==> src/rtl/ram_bank_ctrl_pkg.sv <==
// Shared definitions for the RAM bank controller: default widths, FSM encoding
// and the self-test patterns.
package ram_bank_ctrl_pkg;

  localparam int unsigned DATA_W_DEF = 8;
  localparam int unsigned BANKS_DEF  = 4;
  localparam int unsigned ADDR_W_DEF = 2;

  localparam logic [7:0] BIST_PAT0 = 8'h55;
  localparam logic [7:0] BIST_PAT1 = 8'hAA;

  // S_BGAP is the inter-access slot of the self-test sequence
  typedef enum logic [2:0] {
    S_IDLE  = 3'd0,
    S_WRITE = 3'd1,
    S_READ  = 3'd2,
    S_ACK   = 3'd3,
    S_BGAP  = 3'd4
  } state_e;

endpackage

==> src/rtl/ram_bank_ctrl_if.sv <==
// Host-side request/acknowledge bus of the RAM bank controller.
interface ram_bank_ctrl_if
  import ram_bank_ctrl_pkg::*;
#(
  parameter int unsigned DATA_W = DATA_W_DEF,
  parameter int unsigned ADDR_W = ADDR_W_DEF
);
  logic              req;
  logic              we;
  logic [ADDR_W-1:0] addr;
  logic [DATA_W-1:0] wdata;
  logic              ack;
  logic              err;
  logic [DATA_W-1:0] rdata;
  logic              busy;

  modport master (output req, we, addr, wdata, input ack, err, rdata, busy);
  modport slave  (input req, we, addr, wdata, output ack, err, rdata, busy);
endinterface

==> src/rtl/ram_bank_ctrl_bank_decode.sv <==
// Bank index to one-hot select, with an out-of-range flag for indices >= BANKS.
module bank_decode #(
  parameter int unsigned BANKS  = 4,
  parameter int unsigned ADDR_W = 2
) (
  input  logic [ADDR_W-1:0] addr,
  output logic [BANKS-1:0]  sel_c,
  output logic              oor_c
);
  always_comb begin
    sel_c = '0;
    oor_c = (32'(addr) >= BANKS);
    for (int unsigned i = 0; i < BANKS; i++) begin
      if (32'(addr) == i) sel_c[i] = 1'b1;
    end
  end
endmodule

==> src/rtl/ram_bank_ctrl.sv <==
// Single-access initiator for the one-word RAM banks (req/ack host side).
// Define RAM_BANK_CTRL_BIST_EN to compile in the 55/AA pattern self-test.
module ram_bank_ctrl
  import ram_bank_ctrl_pkg::*;
#(
  parameter int unsigned DATA_W = DATA_W_DEF,
  parameter int unsigned BANKS  = BANKS_DEF,
  parameter int unsigned ADDR_W = ADDR_W_DEF
) (
  input  logic              clk,
  input  logic              clr,
  ram_bank_ctrl_if.slave    host,
  output logic [BANKS-1:0]  ram_sel,
  output logic              ram_rw,
  output logic [DATA_W-1:0] ram_data,
  input  logic [DATA_W-1:0] ram_q,
  input  logic              bist_start,
  output logic              bist_done,
  output logic              bist_fail
);

`ifdef RAM_BANK_CTRL_BIST_EN
  localparam bit BIST_EN = 1'b1;
`else
  localparam bit BIST_EN = 1'b0;
`endif

  state_e            state_q, state_d;
  logic              we_q, we_d;
  logic [ADDR_W-1:0] addr_q, addr_d;
  logic [DATA_W-1:0] wdata_q, wdata_d;
  logic              bist_q, bist_d;
  logic              bist_done_q, bist_done_d;
  logic              bist_fail_q, bist_fail_d;
  logic              ack_q, ack_d;
  logic              err_q, err_d;
  logic              busy_q, busy_d;
  logic [DATA_W-1:0] rdata_q, rdata_d;
  logic [BANKS-1:0]  sel_q, sel_d;
  logic              rw_q, rw_d;
  logic [DATA_W-1:0] ram_data_q, ram_data_d;
  logic [BANKS-1:0]  dec_sel_c;
  logic              dec_oor_c;

  // Decode the upcoming bank index so the select flops line up with the state
  bank_decode #(.BANKS(BANKS), .ADDR_W(ADDR_W)) u_bank_decode (
    .addr  (addr_d),
    .sel_c (dec_sel_c),
    .oor_c (dec_oor_c)
  );

  always_comb begin
    state_d     = state_q;
    we_d        = we_q;
    addr_d      = addr_q;
    wdata_d     = wdata_q;
    bist_d      = bist_q;
    bist_done_d = bist_done_q;
    bist_fail_d = bist_fail_q;
    case (state_q)
      S_IDLE: begin
        if (BIST_EN && bist_start) begin
          bist_d      = 1'b1;
          bist_done_d = 1'b0;
          bist_fail_d = 1'b0;
          we_d        = 1'b1;
          addr_d      = '0;
          wdata_d     = DATA_W'(BIST_PAT0);
          state_d     = S_WRITE;
        end else if (host.req) begin
          we_d    = host.we;
          addr_d  = host.addr;
          wdata_d = host.wdata;
          state_d = host.we ? S_WRITE : S_READ;
        end
      end
      S_WRITE: state_d = bist_q ? S_BGAP : S_ACK;
      S_READ: begin
        if (bist_q && (ram_q != wdata_q)) bist_fail_d = 1'b1;
        state_d = bist_q ? S_BGAP : S_ACK;
      end
      S_ACK: state_d = S_IDLE;
      // Self-test order per bank: W55, R55, WAA, RAA, then next bank
      S_BGAP: begin
        if (we_q) begin
          we_d    = 1'b0;
          state_d = S_READ;
        end else if (wdata_q == DATA_W'(BIST_PAT0)) begin
          we_d    = 1'b1;
          wdata_d = DATA_W'(BIST_PAT1);
          state_d = S_WRITE;
        end else if (addr_q == ADDR_W'(BANKS - 1)) begin
          bist_d      = 1'b0;
          bist_done_d = 1'b1;
          state_d     = S_IDLE;
        end else begin
          we_d    = 1'b1;
          addr_d  = addr_q + ADDR_W'(1);
          wdata_d = DATA_W'(BIST_PAT0);
          state_d = S_WRITE;
        end
      end
      default: state_d = S_IDLE;
    endcase
  end

  // Registered outputs derived from the next state
  always_comb begin
    ack_d      = (state_d == S_ACK);
    err_d      = (state_d == S_ACK) && dec_oor_c;
    busy_d     = (state_d != S_IDLE);
    sel_d      = '0;
    rw_d       = 1'b0;
    ram_data_d = ram_data_q;
    rdata_d    = rdata_q;
    if (((state_d == S_WRITE) || (state_d == S_READ)) && !dec_oor_c) sel_d = dec_sel_c;
    if (state_d == S_WRITE) begin
      ram_data_d = wdata_d;
      rw_d       = !dec_oor_c;
    end
    if ((state_q == S_READ) && !bist_q) rdata_d = dec_oor_c ? '0 : ram_q;
  end

  always_ff @(posedge clk or posedge clr) begin
    if (clr) begin
      state_q     <= S_IDLE;
      we_q        <= 1'b0;
      addr_q      <= '0;
      wdata_q     <= '0;
      bist_q      <= 1'b0;
      bist_done_q <= 1'b0;
      bist_fail_q <= 1'b0;
      ack_q       <= 1'b0;
      err_q       <= 1'b0;
      busy_q      <= 1'b0;
      rdata_q     <= '0;
      sel_q       <= '0;
      rw_q        <= 1'b0;
      ram_data_q  <= '0;
    end else begin
      state_q     <= state_d;
      we_q        <= we_d;
      addr_q      <= addr_d;
      wdata_q     <= wdata_d;
      bist_q      <= bist_d;
      bist_done_q <= bist_done_d;
      bist_fail_q <= bist_fail_d;
      ack_q       <= ack_d;
      err_q       <= err_d;
      busy_q      <= busy_d;
      rdata_q     <= rdata_d;
      sel_q       <= sel_d;
      rw_q        <= rw_d;
      ram_data_q  <= ram_data_d;
    end
  end

  assign host.ack   = ack_q;
  assign host.err   = err_q;
  assign host.busy  = busy_q;
  assign host.rdata = rdata_q;
  assign ram_sel    = sel_q;
  assign ram_rw     = rw_q;
  assign ram_data   = ram_data_q;
  assign bist_done  = bist_done_q;
  assign bist_fail  = bist_fail_q;

endmodule

==> src/flat_wrapper.sv <==
// flat-port wrapper written by rule: the top's interface ports become plain ports
module ram_bank_ctrl_flat import ram_bank_ctrl_pkg::*;
#(
  parameter int unsigned DATA_W = DATA_W_DEF,
  parameter int unsigned BANKS  = BANKS_DEF,
  parameter int unsigned ADDR_W = ADDR_W_DEF
)
  (clk, clr, ram_sel, ram_rw, ram_data, ram_q, bist_start, bist_done, bist_fail, host_req, host_we, host_addr, host_wdata, host_ack, host_err, host_rdata, host_busy);
  ram_bank_ctrl_if #(.DATA_W(DATA_W), .ADDR_W(ADDR_W)) host_i ();
  input  logic clk;
  input  logic clr;
  output logic [BANKS-1:0] ram_sel;
  output logic ram_rw;
  output logic [DATA_W-1:0] ram_data;
  input  logic [DATA_W-1:0] ram_q;
  input  logic bist_start;
  output logic bist_done;
  output logic bist_fail;
  input wire logic [$bits(host_i.req)-1:0] host_req;
  input wire logic [$bits(host_i.we)-1:0] host_we;
  input wire logic [$bits(host_i.addr)-1:0] host_addr;
  input wire logic [$bits(host_i.wdata)-1:0] host_wdata;
  output wire logic [$bits(host_i.ack)-1:0] host_ack;
  output wire logic [$bits(host_i.err)-1:0] host_err;
  output wire logic [$bits(host_i.rdata)-1:0] host_rdata;
  output wire logic [$bits(host_i.busy)-1:0] host_busy;
  assign host_i.req = host_req;
  assign host_i.we = host_we;
  assign host_i.addr = host_addr;
  assign host_i.wdata = host_wdata;
  assign host_ack = host_i.ack;
  assign host_err = host_i.err;
  assign host_rdata = host_i.rdata;
  assign host_busy = host_i.busy;
  ram_bank_ctrl #(.DATA_W(DATA_W), .BANKS(BANKS), .ADDR_W(ADDR_W)) u_core (.clk(clk), .clr(clr), .host(host_i), .ram_sel(ram_sel), .ram_rw(ram_rw), .ram_data(ram_data), .ram_q(ram_q), .bist_start(bist_start), .bist_done(bist_done), .bist_fail(bist_fail));
endmodule
==> config.mk <==
export PLATFORM = sky130hd
export DESIGN_NAME = ram_bank_ctrl_flat
export DESIGN_NICKNAME = d
export VERILOG_FILES = /design/src/rtl/ram_bank_ctrl_pkg.sv /design/src/rtl/ram_bank_ctrl_if.sv /design/src/rtl/ram_bank_ctrl_bank_decode.sv /design/src/rtl/ram_bank_ctrl.sv /design/src/flat_wrapper.sv
export SDC_FILE = /design/constraint.sdc
export NUM_CORES = 1
export LEC_CHECK = 0
export BUFFER_PORTS_ARGS = -buffer_cell sky130_fd_sc_hd__buf_2
export CAP_MARGIN = 20
export CORE_UTILIZATION = 51
export DETAILED_ROUTE_END_ITERATION = 8
export GPL_TIMING_DRIVEN = 0
export PLACE_DENSITY = 0.86
export REMOVE_ABC_BUFFERS = 1
export SETUP_SLACK_MARGIN = 0.4
export SLEW_MARGIN = 20
export SYNTH_ARGS = -nofsm -noshare
export SYNTH_HDL_FRONTEND = slang
export SYNTH_SLANG_ARGS = --single-unit
==> constraint.sdc <==
create_clock -name clk -period 2.2 [get_ports clk]
set_input_delay 0.44 -clock clk [delete_from_list [all_inputs] [get_ports clk]]
set_output_delay 0.44 -clock clk [all_outputs]
set_load 0.03 [all_outputs]
==> impl_metrics.py, run 1 <==
metrics = {
    "outcome": {
        "status": "finished, final reports clean",
    },
    "setup_path": {
        "start_kind": "register",
        "slowest_stage": "dfrtp_2",
        "cp.buffers_inverters": 2,
        "cp_max_fo": 10,
        "path_cells": "nor4b_4 > buf_4 > a211o_2 > nor2b_4 > buf_12 > mux2_4",
        "path_depth": 6,
        "ff2ff_path_depth": 6,
        "worstPathArrival_ps": 2120,
        "required_ps": 2430,
        "crit_family": "flip-flops",
        "cp-end-kind": "register",
        "path_class": "register to register",
        "cp_slowest_stage_delay_ps": 490,
    },
    "pwr": {
        "cellLeakagePower_nw": 1.07,
        "seq_power_share_pct": 34.4,
        "fin_total_pwr_mw": 3.68,
        "p_comb_share_pct": 56.2,
        "cellPowerDensity_nw_per_um2": 1650,
        "clockPowerShare_pct": 9.4,
        "p_int_mw": 2.13,
        "peakVddDrop_mv": 0.751,
        "power.switching_mw": 1.55,
        "swShare_pct": 42.2,
    },
    "final_layout": {
        "utilization_pct": 70.6,
        "instances_no_fill": 236,
        "num_antenna_cells": 0,
        "syn2layout_area_growth_pct": 27.9,
        "n_fill_cell": 217,
        "regArea_sq_um": 956,
        "nets": 216,
        "final_area_sq_um": 2220,
        "multi_input_area_sq_um": 771,
        "drive_gt1_share_pct": 58.3,
        "layout_common_cells": "buf_2 (45), dfrtp_1 (34), buf_4 (18)",
        "final_common_cell": "buf_2",
    },
    "yosys": {
        "syn_area_per_cell_sq_um": 13.8,
        "synth_top_family_by_area": "simple AND/OR/NAND/NOR gates",
        "synth-edff-count": 0,
        "synthSimpleGateAreaFrac_pct": 14.6,
        "yosys_warnings": 0,
        "async_flop_share_pct": 100,
        "yosys.area_share.adder_pct": 0,
        "synth_mux_area_share_pct": 12.7,
        "syn_inst": 126,
        "netlist_area_sq_um": 1740,
        "synth_xor_area_share_pct": 0.504,
        "ys.flop_type": "dfrtp_1",
        "seq_area_frac_synth_pct": 54.7,
        "synth_compound_area_share_pct": 14.0,
        "yosysUniqueCellTypes": 46,
        "synth-seq-cells": 38,
    },
    "floorplanning": {
        "die_y_um": 60.4,
        "fp-row-count": 20,
        "die_x_um": 60.4,
        "core_area_sq_um": 3150,
        "fp.dieArea_sq_um": 3650,
        "initial_utilization_pct": 55.2,
        "ios": 49,
    },
    "timing": {
        "clock_skew_ps": 6.05,
        "setup_violations": 0,
        "hold_viol": 0,
        "setup_slack_ps": 305,
        "relSlewSlack_pct": 48.2,
        "layout_min_cycle_time_ps": 1890,
        "finalCritPeriodShare_pct": 86.1,
        "worst_hold_slack_ps": 230,
        "fmax_mhz": 528,
        "tightest_slew_ps": 775,
        "rsz0062_at_grt": "true",
        "finalSetupTns_ps": 0,
        "report.final.slew_viol_count": 0,
    },
    "detailed_routing": {
        "drtIter0Drc": 76,
        "wl_mm": 4.05,
        "viasPerCell": 5.67,
        "dr_total_vias": 1337,
        "antenna_left": 0,
        "wl_per_cell_um": 17.2,
        "post-route-drc-count": 0,
        "dr.pass1.iters": 4,
    },
    "clock_network": {
        "clk_pin_slew_worst_paths_ps": 100,
        "clockRootBuffer": "clkbuf_4",
        "cts_max_path_buffers": 2,
        "ctsHoldBuffers": 0,
        "clkSinkCount": 38,
        "ctsHtreeMaxLevel": 2,
        "cts_tree": "yes",
        "cts_buffers": 5,
        "clk-insertion-delay-late_ps": 340,
    },
    "place": {
        "post-place-cells": 211,
        "gp_congestion": 0.858,
        "dp_hpwl_mm": 2.46,
        "dp_slack_ps": -177,
        "portBuffers": 45,
        "dpl-instance-area_sq_um": 1980,
    },
    "grt": {
        "antenna_found_initial": 0,
        "grt_overflow": 0,
        "first_global_vias": 1374,
        "grt_max_degree": 39,
        "grt.total_usage_pct": 24.3,
        "grt_pass1_wl_mm": 6.29,
    },
    "hold_path": {
        "hold_class": "input port to asynchronous set/reset pin",
    },
    "job": {
        "maxCapViolCount": 0,
    },
}
[state kept, by name (all words and copies together), names as in the netlist]
signal and flops:
u_core.host.rdata 8, u_core.ram_rw 1, u_core.ram_data 8, u_core.bist_done 1
u_core.wdata_q 8, u_core.addr_q 2, u_core.state_q 3, u_core.ram_sel 4
u_core.host.ack 1, u_core.we_q 1, u_core.host.busy 1
[path summary, 6_finish.rpt]
| path | from | endpoint | slack [ps] |
|---|---|---|---|
| worst max register to register | u_core.state_q[1] | u_core.ram_data[7] | 310 |
| min in group clk | ram_q[6] | u_core.host.rdata[6] | 330 |
| worst min register to register | u_core.bist_done | u_core.bist_done | 490 |
| worst min-delay path | clr | u_core.host.rdata[4] | 230 |
| max in group asynchronous | clr | u_core.state_q[1] | 1430 |
| worst max-delay path | u_core.state_q[1] | u_core.ram_data[7] | 310 |
[cells by family (layout without fill, tap and decap cells)]
logic type,after synthesis,after routing
flops,38,38
simple gates,33,33
compound gates,27,27
mux,17,17
buf+inv,9,73
other cells,1,3
xor+xnor,1,1
[final cells by class]
cell class / count / share of cell area (%)
clock buffers: 6 / 2.31
inverters: 3 / 0.506
multi-input cells: 81 / 34.6
flip-flops and latches: 38 / 43.0
well taps: 44 / 2.47
repair buffers: 64 / 17.1
[Yosys cell counts (3+ instances only)]
master    number  area share (%)
a21oi_1        4             1.2
nand2_1        5             1.1
mux2_4         8             6.9
a221o_1        4             2.3
nor3_1         4             1.2
o21ai_0        4             1.2
mux2_2         9             5.8
dfrtp_1       38              55
nand2b_1       3             1.1
o221a_2        3             1.9
[power by group through the flow]
stage	clock network, mW	registers (mW)	logic [mW]
after floorplan	0	1.66	0.875
after global placement	0	1.28	1.61
after detailed placement	0	1.30	1.66
after CTS	0.360	1.26	1.93
after global routing	0.380	1.30	2.18
final	0.347	1.27	2.07
[routing by layer]
metal | up-vias | track usage, % | wire [um]
li1 | 590 | - | -
met1 | 652 | 28.5 | 1530
met2 | 80 | 42.7 | 2150
met3 | 15 | 5.97 | 290
met4 | 0 | 9.63 | 78
met5 | - | 0 | 0
[worst register-to-register path, delay by kind of cell (launching register included)]
family          cells  cell delay [ps]
buf+inv             2              360
compound gates      1              160
flops               1              490
mux                 1              310
simple gates        2              460
[repair_timing]
action | in CTS | in global routing
pin swaps | 7 | 3
hold endpoints to repair | 0 | 0
resized for setup | 5 | 5
buffers inserted | 16 | 3
setup endpoints to repair | 22 | 14
Note: power is estimated with default switching activity, not from simulation.
==> run 2, diff against run 1 <==
Settings changed: CORE_UTILIZATION 51 to 53, CTS_BUF_LIST from default to sky130_fd_sc_hd__clkbuf_8, PLACE_DENSITY 0.86 to 0.89.
==> impl_metrics.py, run 2 (synthesis results as in run 1) <==
metrics = {
    "final_layout": {
        "layout_common_cells": "buf_2 (45), dfrtp_1 (34), buf_4 (20)",
        "num_antenna_cells": 0,
        "final_area_sq_um": 2290,
        "final_common_cell": "buf_2",
        "nets": 219,
        "multi_input_area_sq_um": 783,
        "utilization_pct": 74.6,
        "regArea_sq_um": 956,
        "drive_gt1_share_pct": 58.9,
        "n_fill_cell": 192,
        "syn2layout_area_growth_pct": 31.9,
    },
    "clock_network": {
        "cts_max_path_buffers": 2,
        "cts_tree": "yes",
        "ctsHtreeMaxLevel": 2,
        "clkSinkCount": 38,
        "clk_pin_slew_worst_paths_ps": 70,
        "clockRootBuffer": "clkbuf_8",
        "cts_buffers": 5,
        "clk-insertion-delay-late_ps": 290,
    },
    "setup_path": {
        "start_kind": "register",
        "reg2reg_from": "u_core.state_q[0]",
        "path_class": "register to register",
        "cp-end-kind": "register",
        "setup.worst_path.start": "u_core.state_q[0]",
        "required_ps": 2370,
        "r2r_slack_ps": 320,
        "cp_max_fo": 6,
        "worstPathArrival_ps": 2060,
    },
    "detailed_routing": {
        "viasPerCell": 5.46,
        "wl_met3_um": 262,
        "drtIter0Drc": 30,
        "wl_mm": 3.73,
        "routed.top_layer": "met4",
        "met1Wirelength_mm": 1.52,
        "post-route-drc-count": 0,
        "dr.pass1.iters": 4,
        "wl_met2_mm": 1.89,
        "antenna_left": 0,
        "dr_total_vias": 1316,
        "wl_per_cell_um": 15.5,
    },
    "pwr": {
        "cellPowerDensity_nw_per_um2": 1660,
        "swShare_pct": 40.9,
        "seq_power_share_pct": 33.2,
        "p_int_mw": 2.25,
        "p_comb_share_pct": 54.2,
        "peakVddDrop_mv": 0.961,
        "clockPowerShare_pct": 12.6,
        "power.switching_mw": 1.55,
        "cellLeakagePower_nw": 1.11,
    },
    "timing": {
        "report.final.slew_viol_count": 0,
        "hold_viol": 0,
        "relSlewSlack_pct": 48.4,
        "clock_skew_ps": 4.87,
        "tightest_slew_ps": 773,
        "finalSetupTns_ps": 0,
        "layout_min_cycle_time_ps": 1880,
        "rsz0062_at_grt": "true",
        "fmax_mhz": 531,
        "finalCritPeriodShare_pct": 85.6,
        "setup_violations": 0,
    },
    "place": {
        "portBuffers": 45,
        "gp_congestion": 0.863,
        "dp_hpwl_mm": 2.27,
        "dpl-instance-area_sq_um": 1980,
    },
    "outcome": {
        "status": "finished, final reports clean",
    },
    "floorplanning": {
        "ios": 49,
        "fp.dieArea_sq_um": 3510,
        "die_x_um": 59.3,
        "fp-row-count": 20,
        "core_area_sq_um": 3080,
        "die_y_um": 59.3,
        "initial_utilization_pct": 56.5,
    },
    "hold_path": {
        "hold_class": "input port to asynchronous set/reset pin",
    },
    "grt": {
        "grt_overflow": 0,
        "grt_pass1_wl_mm": 5.92,
        "grt_max_degree": 39,
        "grt.total_usage_pct": 23.2,
        "first_global_vias": 1304,
        "antenna_found_initial": 0,
    },
    "job": {
        "maxCapViolCount": 0,
    },
}
## run 2: cell count changes in the layout (fill, tap and decap cells not counted), sizes merged
cell / delta
buf: +3
inv: +1
clkinv: +1
## run 2: power groups by stage
stage	sequential, mW	combinational (mW)	clock (mW)
2_1_floorplan	1.66	0.875	0
3_3_place_gp	1.28	1.61	0
3_5_place_dp	1.30	1.64	0
4_1_cts	1.26	1.95	0.483
5_1_grt	1.30	2.19	0.512
6_report	1.26	2.06	0.478
## run 2: critical path, cell delays in order, from the launching register on
cell	delay (ps)
dfrtp_2	460
buf_4	150
a211oi_2	230
a211oi_2	70
a211o_4	270
nor2b_4	140
buf_6	150
mux2_4	290
## run 2: final timing paths
| path | endpoint | cells after the start |
|---|---|---|
| min in group clk | u_core.host.rdata[5] | 2 |
| min reg2reg | u_core.bist_done | 1 |
| min | u_core.host.rdata[2] | 2 |
| max | u_core.ram_data[3] | 7 |
| max reg2reg | u_core.ram_data[3] | 7 |
| max in group asynchronous | u_core.state_q[0] | 2 |
## run 2: cell type report
class                      instances  area share (%)
tap                               44            2.40
timing repair buffer              67            17.3
sequential                        38            41.7
inverter                           3           0.491
clock buffer                       6            3.60
multi-input combinational         81            34.1
clock inverter                     2           0.382
## run 2: routing by layer
layer | vias up | global-route usage, %
li1 | 601 | -
met1 | 644 | 27.6
met2 | 63 | 39.8
met3 | 8 | 4.80
met4 | 0 | 11.2
met5 | - | 0
## run 2: stage by stage
stage / hold WS (ps) / setup WS [ps] / total power, mW / cells
2_1_floorplan: 525 / 171 / 2.53 / 122
3_3_place_gp: 465 / -113 / 2.89 / 211
3_5_place_dp: 453 / -160 / 2.95 / 211
4_1_cts: 328 / 389 / 3.70 / 237
5_1_grt: 352 / 268 / 4.01 / 241
6_report: 293 / 316 / 3.80 / 241
## run 2: repair_timing
action                                  4_1_cts  5_1_grt
resized for setup                            10        3
pin swaps                                     6        3
endpoints found under the setup margin       22       16
hold buffers                                  0        0
setup buffers                                18        4
